## src/rtl/alu_arbiter_if.sv

```systemverilog
// Request, ALU and response bundle for alu_arbiter.
// slave  : arbiter view (drives ready, ALU command and response).
// master : requester/ALU/consumer view.
interface alu_arbiter_if #(
  parameter int unsigned W = 16
);
  logic               req0_valid;
  logic               req0_ready;
  logic [2:0]         req0_op;
  logic [W-1:0]       req0_a;
  logic [W-1:0]       req0_b;

  logic               req1_valid;
  logic               req1_ready;
  logic [2:0]         req1_op;
  logic [W-1:0]       req1_a;
  logic [W-1:0]       req1_b;

  logic [W-1:0]       alu_a;
  logic [W-1:0]       alu_b;
  logic [2:0]         alu_cmd;
  logic [W-2:0]       alu_res;

  logic               resp_valid;
  logic               resp_ready;
  logic               resp_id;
  logic [2*(W-1)-1:0] resp_data;
  logic               resp_err;

  modport slave (
    input  req0_valid, req0_op, req0_a, req0_b,
    input  req1_valid, req1_op, req1_a, req1_b,
    input  alu_res, resp_ready,
    output req0_ready, req1_ready,
    output alu_a, alu_b, alu_cmd,
    output resp_valid, resp_id, resp_data, resp_err
  );

  modport master (
    output req0_valid, req0_op, req0_a, req0_b,
    output req1_valid, req1_op, req1_a, req1_b,
    output alu_res, resp_ready,
    input  req0_ready, req1_ready,
    input  alu_a, alu_b, alu_cmd,
    input  resp_valid, resp_id, resp_data, resp_err
  );
endinterface

```

## src/rtl/alu_arbiter.sv

```systemverilog
// Round-robin sequencer sharing one W-bit ALU between two requesters.
// Each operation runs as one or two fixed-latency ALU passes and returns a
// tagged {hi, lo} result on a shared response port.
// Optional macro ALU_ARB_STATS_EN adds saturating per-requester/error counters.
module alu_arbiter #(
  parameter int unsigned W       = 16,
  parameter int unsigned ALU_LAT = 2
) (
  input  logic         clk,
  input  logic         reset,
  alu_arbiter_if.slave bus
`ifdef ALU_ARB_STATS_EN
  ,
  output logic [15:0]  stat_ops0,
  output logic [15:0]  stat_ops1,
  output logic [15:0]  stat_err
`endif
);

  localparam int unsigned RW = W - 1;
  localparam int unsigned DW = 2 * RW;
  localparam int unsigned CW = 4;
  localparam logic [CW-1:0] CNT_LOAD = CW'(ALU_LAT - 1);

  localparam logic [2:0] OP_MUL  = 3'd3;
  localparam logic [2:0] OP_DIV  = 3'd4;
  localparam logic [2:0] CMD_MP0 = 3'd3;
  localparam logic [2:0] CMD_MP1 = 3'd4;
  localparam logic [2:0] CMD_DV0 = 3'd5;
  localparam logic [2:0] CMD_DV1 = 3'd6;

  typedef enum logic [1:0] {IDLE, EXEC1, EXEC2, RESP} state_t;

  // ADD/SUB/AND share their op code with the ALU command
  function automatic logic [2:0] pass1_cmd(input logic [2:0] op);
    case (op)
      OP_MUL:  pass1_cmd = CMD_MP0;
      OP_DIV:  pass1_cmd = CMD_DV0;
      default: pass1_cmd = op;
    endcase
  endfunction

  function automatic logic [2:0] pass2_cmd(input logic [2:0] op);
    pass2_cmd = (op == OP_MUL) ? CMD_MP1 : CMD_DV1;
  endfunction

  function automatic logic two_pass(input logic [2:0] op);
    two_pass = (op == OP_MUL) || (op == OP_DIV);
  endfunction

  state_t          state_q, state_d;
  logic            ptr_q, ptr_d;
  logic            id_q, id_d;
  logic [2:0]      op_q, op_d;
  logic [W-1:0]    a_q, a_d;
  logic [W-1:0]    b_q, b_d;
  logic [RW-1:0]   hi_q, hi_d;
  logic [RW-1:0]   lo_q, lo_d;
  logic [CW-1:0]   cnt_q, cnt_d;
  logic            err_q, err_d;

  logic [W-1:0]    alu_a_q, alu_a_d;
  logic [W-1:0]    alu_b_q, alu_b_d;
  logic [2:0]      alu_cmd_q, alu_cmd_d;
  logic            resp_valid_q, resp_valid_d;
  logic            resp_id_q, resp_id_d;
  logic [DW-1:0]   resp_data_q, resp_data_d;
  logic            resp_err_q, resp_err_d;

  logic            grant_c;
  logic            grant_id_c;
  logic [2:0]      sel_op_c;
  logic [W-1:0]    sel_a_c;
  logic [W-1:0]    sel_b_c;
  logic            hs_c;

  // Arbitration: pointer-favoured requester first, otherwise the other one
  assign grant_c    = (state_q == IDLE) && (bus.req0_valid || bus.req1_valid);
  assign grant_id_c = ptr_q ? bus.req1_valid : !bus.req0_valid;
  assign sel_op_c   = grant_id_c ? bus.req1_op : bus.req0_op;
  assign sel_a_c    = grant_id_c ? bus.req1_a  : bus.req0_a;
  assign sel_b_c    = grant_id_c ? bus.req1_b  : bus.req0_b;
  assign hs_c       = resp_valid_q && bus.resp_ready;

  assign bus.req0_ready = grant_c && !grant_id_c;
  assign bus.req1_ready = grant_c && grant_id_c;

  assign bus.alu_a      = alu_a_q;
  assign bus.alu_b      = alu_b_q;
  assign bus.alu_cmd    = alu_cmd_q;
  assign bus.resp_valid = resp_valid_q;
  assign bus.resp_id    = resp_id_q;
  assign bus.resp_data  = resp_data_q;
  assign bus.resp_err   = resp_err_q;

  // Next-state, operand latching and registered-output preparation
  always_comb begin
    state_d = state_q;
    ptr_d   = ptr_q;
    id_d    = id_q;
    op_d    = op_q;
    a_d     = a_q;
    b_d     = b_q;
    hi_d    = hi_q;
    lo_d    = lo_q;
    cnt_d   = cnt_q;
    err_d   = err_q;

    case (state_q)
      IDLE: begin
        if (grant_c) begin
          ptr_d = !grant_id_c;
          id_d  = grant_id_c;
          op_d  = sel_op_c;
          a_d   = sel_a_c;
          b_d   = sel_b_c;
          hi_d  = '0;
          lo_d  = '0;
          err_d = 1'b0;
          // Illegal op or zero-magnitude divisor skips the ALU entirely
          if ((sel_op_c > OP_DIV) ||
              ((sel_op_c == OP_DIV) && (sel_b_c[W-1:1] == '0))) begin
            err_d   = 1'b1;
            state_d = RESP;
          end else begin
            cnt_d   = CNT_LOAD;
            state_d = EXEC1;
          end
        end
      end
      EXEC1: begin
        if (cnt_q == '0) begin
          if (two_pass(op_q)) begin
            hi_d    = bus.alu_res;
            cnt_d   = CNT_LOAD;
            state_d = EXEC2;
          end else begin
            lo_d    = bus.alu_res;
            state_d = RESP;
          end
        end else begin
          cnt_d = cnt_q - CW'(1);
        end
      end
      EXEC2: begin
        if (cnt_q == '0) begin
          lo_d    = bus.alu_res;
          state_d = RESP;
        end else begin
          cnt_d = cnt_q - CW'(1);
        end
      end
      RESP: begin
        if (hs_c) state_d = IDLE;
      end
      default: state_d = IDLE;
    endcase

    alu_cmd_d = '0;
    alu_a_d   = '0;
    alu_b_d   = '0;
    if (state_d == EXEC1) begin
      alu_cmd_d = pass1_cmd(op_d);
      alu_a_d   = a_d;
      alu_b_d   = b_d;
    end else if (state_d == EXEC2) begin
      alu_cmd_d = pass2_cmd(op_d);
      alu_a_d   = a_d;
      alu_b_d   = b_d;
    end

    resp_valid_d = (state_d == RESP);
    resp_id_d    = (state_d == RESP) ? id_d  : 1'b0;
    resp_err_d   = (state_d == RESP) ? err_d : 1'b0;
    resp_data_d  = (state_d == RESP) ? {hi_d, lo_d} : '0;
  end

  // State, operand and output registers
  always_ff @(posedge clk or posedge reset) begin
    if (reset) begin
      state_q      <= IDLE;
      ptr_q        <= 1'b0;
      id_q         <= 1'b0;
      op_q         <= '0;
      a_q          <= '0;
      b_q          <= '0;
      hi_q         <= '0;
      lo_q         <= '0;
      cnt_q        <= '0;
      err_q        <= 1'b0;
      alu_a_q      <= '0;
      alu_b_q      <= '0;
      alu_cmd_q    <= '0;
      resp_valid_q <= 1'b0;
      resp_id_q    <= 1'b0;
      resp_data_q  <= '0;
      resp_err_q   <= 1'b0;
    end else begin
      state_q      <= state_d;
      ptr_q        <= ptr_d;
      id_q         <= id_d;
      op_q         <= op_d;
      a_q          <= a_d;
      b_q          <= b_d;
      hi_q         <= hi_d;
      lo_q         <= lo_d;
      cnt_q        <= cnt_d;
      err_q        <= err_d;
      alu_a_q      <= alu_a_d;
      alu_b_q      <= alu_b_d;
      alu_cmd_q    <= alu_cmd_d;
      resp_valid_q <= resp_valid_d;
      resp_id_q    <= resp_id_d;
      resp_data_q  <= resp_data_d;
      resp_err_q   <= resp_err_d;
    end
  end

`ifdef ALU_ARB_STATS_EN
  logic [15:0] ops0_q;
  logic [15:0] ops1_q;
  logic [15:0] err_cnt_q;

  // Saturating completion counters, stepped on each response handshake
  always_ff @(posedge clk or posedge reset) begin
    if (reset) begin
      ops0_q    <= '0;
      ops1_q    <= '0;
      err_cnt_q <= '0;
    end else if (hs_c) begin
      if (resp_err_q) begin
        if (err_cnt_q != 16'hFFFF) err_cnt_q <= err_cnt_q + 16'd1;
      end else if (resp_id_q) begin
        if (ops1_q != 16'hFFFF) ops1_q <= ops1_q + 16'd1;
      end else begin
        if (ops0_q != 16'hFFFF) ops0_q <= ops0_q + 16'd1;
      end
    end
  end

  assign stat_ops0 = ops0_q;
  assign stat_ops1 = ops1_q;
  assign stat_err  = err_cnt_q;
`endif

endmodule

```

## src/flat_wrapper.sv

```systemverilog
// flat-port wrapper written by rule: the top's interface ports become plain ports
module alu_arbiter_flat 
#(
  parameter int unsigned W       = 16,
  parameter int unsigned ALU_LAT = 2
)
  (clk, reset, bus_req0_valid, bus_req0_op, bus_req0_a, bus_req0_b, bus_req1_valid, bus_req1_op, bus_req1_a, bus_req1_b, bus_alu_res, bus_resp_ready, bus_req0_ready, bus_req1_ready, bus_alu_a, bus_alu_b, bus_alu_cmd, bus_resp_valid, bus_resp_id, bus_resp_data, bus_resp_err);
  alu_arbiter_if #(.W(W)) bus_i ();
  input  logic clk;
  input  logic reset;
  input wire logic [$bits(bus_i.req0_valid)-1:0] bus_req0_valid;
  input wire logic [$bits(bus_i.req0_op)-1:0] bus_req0_op;
  input wire logic [$bits(bus_i.req0_a)-1:0] bus_req0_a;
  input wire logic [$bits(bus_i.req0_b)-1:0] bus_req0_b;
  input wire logic [$bits(bus_i.req1_valid)-1:0] bus_req1_valid;
  input wire logic [$bits(bus_i.req1_op)-1:0] bus_req1_op;
  input wire logic [$bits(bus_i.req1_a)-1:0] bus_req1_a;
  input wire logic [$bits(bus_i.req1_b)-1:0] bus_req1_b;
  input wire logic [$bits(bus_i.alu_res)-1:0] bus_alu_res;
  input wire logic [$bits(bus_i.resp_ready)-1:0] bus_resp_ready;
  output wire logic [$bits(bus_i.req0_ready)-1:0] bus_req0_ready;
  output wire logic [$bits(bus_i.req1_ready)-1:0] bus_req1_ready;
  output wire logic [$bits(bus_i.alu_a)-1:0] bus_alu_a;
  output wire logic [$bits(bus_i.alu_b)-1:0] bus_alu_b;
  output wire logic [$bits(bus_i.alu_cmd)-1:0] bus_alu_cmd;
  output wire logic [$bits(bus_i.resp_valid)-1:0] bus_resp_valid;
  output wire logic [$bits(bus_i.resp_id)-1:0] bus_resp_id;
  output wire logic [$bits(bus_i.resp_data)-1:0] bus_resp_data;
  output wire logic [$bits(bus_i.resp_err)-1:0] bus_resp_err;
  assign bus_i.req0_valid = bus_req0_valid;
  assign bus_i.req0_op = bus_req0_op;
  assign bus_i.req0_a = bus_req0_a;
  assign bus_i.req0_b = bus_req0_b;
  assign bus_i.req1_valid = bus_req1_valid;
  assign bus_i.req1_op = bus_req1_op;
  assign bus_i.req1_a = bus_req1_a;
  assign bus_i.req1_b = bus_req1_b;
  assign bus_i.alu_res = bus_alu_res;
  assign bus_i.resp_ready = bus_resp_ready;
  assign bus_req0_ready = bus_i.req0_ready;
  assign bus_req1_ready = bus_i.req1_ready;
  assign bus_alu_a = bus_i.alu_a;
  assign bus_alu_b = bus_i.alu_b;
  assign bus_alu_cmd = bus_i.alu_cmd;
  assign bus_resp_valid = bus_i.resp_valid;
  assign bus_resp_id = bus_i.resp_id;
  assign bus_resp_data = bus_i.resp_data;
  assign bus_resp_err = bus_i.resp_err;
  alu_arbiter #(.W(W), .ALU_LAT(ALU_LAT)) u_core (.clk(clk), .reset(reset), .bus(bus_i));
endmodule
```

## config.mk

```make
export PLATFORM = sky130hd
export DESIGN_NAME = alu_arbiter_flat
export DESIGN_NICKNAME = d
export VERILOG_FILES = /design/src/rtl/alu_arbiter_if.sv /design/src/rtl/alu_arbiter.sv /design/src/flat_wrapper.sv
export SDC_FILE = /design/constraint.sdc
export NUM_CORES = 1
export LEC_CHECK = 0
export ABC_AREA = 1
export ABC_CLOCK_PERIOD_IN_PS = 4350
export BUFFER_PORTS_ARGS = -buffer_cell sky130_fd_sc_hd__buf_2
export CORE_UTILIZATION = 40
export CTS_CLUSTER_DIAMETER = 50
export DETAILED_ROUTE_END_ITERATION = 8
export PLACE_DENSITY = 0.68
export SLEW_MARGIN = 10
export SYNTH_ARGS = -nofsm -noshare
export SYNTH_HDL_FRONTEND = slang
export SYNTH_SLANG_ARGS = --single-unit
```

## constraint.sdc

```tcl
create_clock -name clk -period 4.35 [get_ports clk]
set_clock_uncertainty 0.05 [all_clocks]
set_input_delay 0.435 -clock clk [delete_from_list [all_inputs] [get_ports clk]]
set_output_delay 0.435 -clock clk [all_outputs]
set_load 0.01 [all_outputs]
```

==> impl_metrics.ini, run 1 <==
[outcome]
outcome = completed

[clock_network]
cts.reportedPaths.clkPinSlew_ns = 0.06
root_buffer = clkbuf_16
clockBufferDepth = 2
postCtsSetupBuffers = 0
cts_tree = built
cts_buffers = 17
hold_buffers = 0
clock_sinks = 142
cts_resized = 0
htreeDepth = 4
clk_latency_ns = 0.42

[sta]
min_period_over_period_pct = 80.92
tightest_slew_ns = 1.192
tns_ns = 0
fmax_mhz = 284.1
rsz0062_at_grt = false
setup_viol = 0
hold_viol = 0
relSlewSlack_pct = 20.39
drv_slew = 0
period_needed_ns = 3.520

[placement]
dp_hpwl_um = 9786
place.port_buffers = 159
place.gp.congestion = 0.8346

[setup_path]
required_ns = 4.60
regToRegSetupSlack_ns = 0.83
endpoint_kind = flip-flop
cp_max_fo = 38
critPathLaunchType = flip-flop
cp.arrival_ns = 3.77
worstSetupPathType = flip-flop to flip-flop

[synthesis]
avgSynthCellArea_um2 = 9.019
syn_nets = 779
syn_area_mm2 = 0.006151
yosysWarnings = 0
ys_ff_latch = 142
synth_cells = 682
synth_cell_type_count = 30
yosysSeqAreaShare_pct = 57.77

[route]
viasPerCell = 5.008
avgRoutedWirePerCell_um = 14.94
m1WireLength_um = 7077
met2_length_um = 7250
totalWireLength_um = 15390
routed.top_layer = met4
drtAntennaViolNets = 0
drt-initial-drc-count = 424
vias = 5158
drc = 0
route.met3.wl_um = 745
drtPass1Iterations = 5

[die]
dieArea_mm2 = 0.01588
io-pin-count = 160
start_util_pct = 41.69
die_h_um = 126.0
die_x_um = 126.0
core_mm2 = 0.01475
rows = 44

[power]
power.share.clock_pct = 21.2
pwr-share-comb_pct = 47.8
p_leak_uw = 0.004080
internal_power_uw = 3483
peakVddDrop_mv = 0.4376
swShare_pct = 44.36
seqPwrFrac_pct = 31.0
switchingPower_uw = 2777
powerDensity_mw_per_mm2 = 820.1

[hold_path]
min_path_type = primary input to async pin

[layout]
n_antenna_cell = 0
area_growth_pct = 24.10
postLayoutCoreUtil_pct = 51.74
drive_gt1_share_pct = 25.53
final_net_count = 930

[global_routing]
grt_pass1_vias = 4822
grt_pass1_wl_um = 24780
grt_max_degree = 116
gr-usage-all-layers_pct = 20.37
grt.overflow.total = 0
antenna_found_initial = 0

[flow_run]
cap_viol_max_count = 0
-- layer usage --
layer  vias to the layer above  GRT usage [%]
li1                       2529              -
met1                      2423          27.73
met2                       186          31.36
met3                        20          4.376
met4                         0          9.142
met5                         -              0
-- critical path, cell delays in order, from the launching register on --
cell,delay [ns]
dfrtp_1,0.40
ha_1,0.65
a21oi_1,0.22
o21ai_4,0.17
buf_4,0.39
clkinv_1,1.03
nand3_1,0.39
nand2_1,0.09
-- power groups by stage --
stage                     registers, uW  clock network (uW)  logic, uW
after global placement             1950                   0       2910
after floorplan                    2020                   0       2100
final                              1940                1330       2990
after global routing               1980                1420       3320
after detailed placement           1960                   0       2970
after CTS                          1940                1360       2980
-- final cells by class --
type	instances	area, um2
clock buffer	19	442.9
clock inverter	13	98.84
fill	1381	7121
inverter	108	410.4
multi-input combinational	396	2034
sequential	142	3553
tap	184	230.2
timing repair buffer	168	863.3
-- cell usage in the layout, fill, tap and decap left out, drive strengths merged, types with 9 or more instances in the layout --
cell type / count
buf: 168
dfrtp: 142
nand2: 140
inv: 106
nor2: 63
nand3: 52
nand4: 34
o21ai: 21
clkbuf: 19
a22oi: 17
o22ai: 15
o32ai: 15
a31oi: 14
clkinv: 12
a21oi: 9
-- Yosys cell counts, drive strengths merged --
| library cell | instances | share of area (%) |
|---|---|---|
| buf | 13 | 1.5 |
| nand3 | 52 | 4.3 |
| a21oi | 9 | 0.73 |
| a211oi | 1 | 0.12 |
| o22ai | 15 | 1.5 |
| clkinv | 2 | 0.12 |
| o21a | 1 | 0.12 |
| or2 | 2 | 0.20 |
| inv | 106 | 6.5 |
| ha | 7 | 1.4 |
| o21ai | 21 | 1.8 |
| nand2 | 140 | 9.0 |
| a31oi | 14 | 1.4 |
| clkbuf | 23 | 1.4 |
| nand4 | 34 | 3.5 |
| o32ai | 15 | 2.1 |
| nor2 | 63 | 3.8 |
| nor3 | 3 | 0.24 |
| dfrtp | 142 | 58 |
| a22oi | 17 | 2.1 |
| xnor2 | 2 | 0.28 |
-- kinds of logic (layout without fill, tap and decap cells) --
logic type / count (synthesis) / in the layout / synth area share (%)
adder cells (fa/ha/maj): 7 / 7 / 1.424
flip-flops: 142 / 142 / 57.77
AO/OA/AOI/OAI: 93 / 93 / 9.907
XOR/XNOR: 2 / 2 / 0.2848
buffers and inverters: 144 / 308 / 9.520
AND/OR/NAND/NOR: 294 / 294 / 21.09
-- stage by stage --
step / cell area [um2] / worst slack [ns] / total power, uW / hold slack (ns) / cells
after floorplan: 6151 / 0.05543 / 4121 / 0.3919 / 682
final: 7634 / 0.8298 / 6260 / 0.2221 / 1030
after global placement: 7089 / 0.9328 / 4866 / 0.4020 / 998
after detailed placement: 7089 / 0.8849 / 4926 / 0.4073 / 998
after global routing: 7634 / 0.4852 / 6715 / 0.2271 / 1030
after CTS: 7631 / 0.8257 / 6287 / 0.2063 / 1030
-- state kept, by name, summed over array words and instances (netlist names), 2 cells and up --
register              flops
u_core.a_q               16
u_core.bus.alu_cmd        3
u_core.bus.resp_data     30
u_core.lo_q              15
u_core.bus.alu_b         16
u_core.op_q               3
u_core.b_q               16
u_core.cnt_q              4
u_core.bus.alu_a         16
u_core.hi_q              15
u_core.state_q            2
-- final timing paths --
path | from | to | cells past startpoint
worst min register to register | u_core.id_q$_DFF_PP0_ | u_core.id_q$_DFF_PP0_ | 2
worst max-delay path | u_core.state_q[1]$_DFF_PP0_ | u_core.bus.alu_b[2]$_DFF_PP0_ | 7
worst max register to register | u_core.state_q[1]$_DFF_PP0_ | u_core.bus.alu_b[2]$_DFF_PP0_ | 7
min in group clk | bus_req1_a[14] | u_core.a_q[14]$_DFF_PP0_ | 3
worst min-delay path | reset | u_core.a_q[6]$_DFF_PP0_ | 2
max in group asynchronous | reset | u_core.b_q[14]$_DFF_PP0_ | 3
(Power assumes the default switching activity.)
==> run 2, diff against run 1 <==
- ABC_CLOCK_PERIOD_IN_PS: 4350 -> 3400
- PLACE_DENSITY: 0.68 -> 0.65
- clock period: 4.35 -> 3.4 ns (I/O delays scaled with it)
==> impl_metrics.ini, run 2 (synthesis gave the netlist of run 1 again) <==
[die]
io-pin-count = 160
die_x_um = 126.0
dieArea_mm2 = 0.01588
die_h_um = 126.0
start_util_pct = 41.69
core_mm2 = 0.01475
rows = 44

[global_routing]
grt.overflow.total = 0
gr-usage-all-layers_pct = 20.09
grt_pass1_vias = 4966
grt_max_degree = 66
antenna_found_initial = 0
grt_pass1_wl_um = 25100

[setup_path]
cp_max_fo = 17
critPathLaunchType = flip-flop
required_ns = 3.69
r2r_cells = 10
worstSetupPathType = flip-flop to flip-flop
timing.rr.start = u_core.state_q[1]$_DFF_PP0_
endpoint_kind = flip-flop
regToRegSetupSlack_ns = 0.82
cp.arrival_ns = 2.87
regToRegEndpoint = u_core.bus.resp_data[25]$_DFF_PP0_

[layout]
n_antenna_cell = 0
final_net_count = 939
drive_gt1_share_pct = 26.23
largest_reg_flops = 30
final_common_cell = buf_2
area_growth_pct = 25.71
postLayoutCoreUtil_pct = 52.41
layout_common_cells = buf_2 (159), dfrtp_1 (142), nand2_1 (134)

[route]
drt-initial-drc-count = 260
drc = 0
vias = 5159
viasPerCell = 4.970
drtAntennaViolNets = 0
drtPass1Iterations = 4
totalWireLength_um = 15220
avgRoutedWirePerCell_um = 14.66

[sta]
min_period_over_period_pct = 75.82
tightest_slew_ns = 0.8797
period_needed_ns = 2.578
hold_viol = 0
rsz0062_at_grt = false
relSlewSlack_pct = 41.23
drv_slew = 0
tns_ns = 0
fmax_mhz = 387.9
setup_ws_ns = 0.8221
setup_viol = 0

[placement]
dp_hpwl_um = 10510
place.gp.congestion = 0.8908
dpl_worst_slack_ns = 0.7960
place.port_buffers = 159

[clock_network]
root_buffer = clkbuf_16
cts_buffers = 17
clockBufferDepth = 2
cts_resized = 0
htreeDepth = 4
clock_sinks = 142
hold_buffers = 0
cts_tree = built
clk_latency_ns = 0.41
postCtsSetupBuffers = 0
cts.reportedPaths.clkPinSlew_ns = 0.06

[power]
powerDensity_mw_per_mm2 = 1052
p_total_uw = 8132
p_leak_uw = 0.004135
peakVddDrop_mv = 0.5362

[flow_run]
cap_viol_max_count = 0

[hold_path]
min_path_type = primary input to async pin

[outcome]
outcome = completed
## run 2: worst max-delay path by stage
| stage | start | endpoint | slack, ns | depth (start not counted) |
|---|---|---|---|---|
| after global placement | bus_req1_valid | u_core.bus.resp_data[0]$_DFF_PP0_ | 0.86 | 16 |
| after CTS | u_core.state_q[1]$_DFF_PP0_ | u_core.bus.resp_data[25]$_DFF_PP0_ | 0.79 | 10 |
| final | u_core.state_q[1]$_DFF_PP0_ | u_core.bus.resp_data[25]$_DFF_PP0_ | 0.82 | 10 |
| after floorplan | reset | u_core.a_q[0]$_DFF_PP0_ | 1.23 | 1 |
| after global routing | u_core.state_q[1]$_DFF_PP0_ | u_core.bus.resp_data[25]$_DFF_PP0_ | 0.55 | 10 |
| after detailed placement | bus_req1_valid | u_core.bus.resp_data[29]$_DFF_PP0_ | 0.80 | 16 |
## run 2: final cells by class
type,instances,area (um2)
inverters,108,409.1
clock inverters,12,118.9
repair buffers,177,943.4
clock buffers,19,452.9
fillers,1365,7022
multi-input cells,396,2024
flip-flops and latches,142,3553
well taps,184,230.2
## run 2: report_power, final
group	switching, uW	total (uW)	internal, uW
registers	188	2480	2300
clock network	684	1790	1110
logic	2640	3860	1220
total	3510	8130	4620
## run 2: layer usage
metal | share of wire [%] | wire length, um | global-route usage [%]
met2 | 45 | 6858 | 30.65
met1 | 47 | 7160 | 27.88
met4 | 1.4 | 209 | 6.237
met3 | 6.5 | 987 | 5.438
met5 | 0 | 0 | 0
## run 2: metrics by stage
stage,hold slack (ns),std cells,instance area (um2)
3_3_place_gp,0.4196,1007,7161
5_1_grt,0.09870,1038,7732
6_report,0.05356,1038,7732
2_1_floorplan,0.3919,682,6155
3_5_place_dp,0.4337,1007,7161
4_1_cts,0.06373,1038,7732
## run 2: worst max-delay path, cell delays in order, from the launching register on
cell	delay (ns)
dfrtp_1	0.41
inv_1	0.14
ha_1	0.27
inv_1	0.12
o21ai_0	0.22
o21ai_0	0.13
o21ai_2	0.11
buf_4	0.22
nand2_1	0.38
buf_4	0.33
nor2_1	0.12
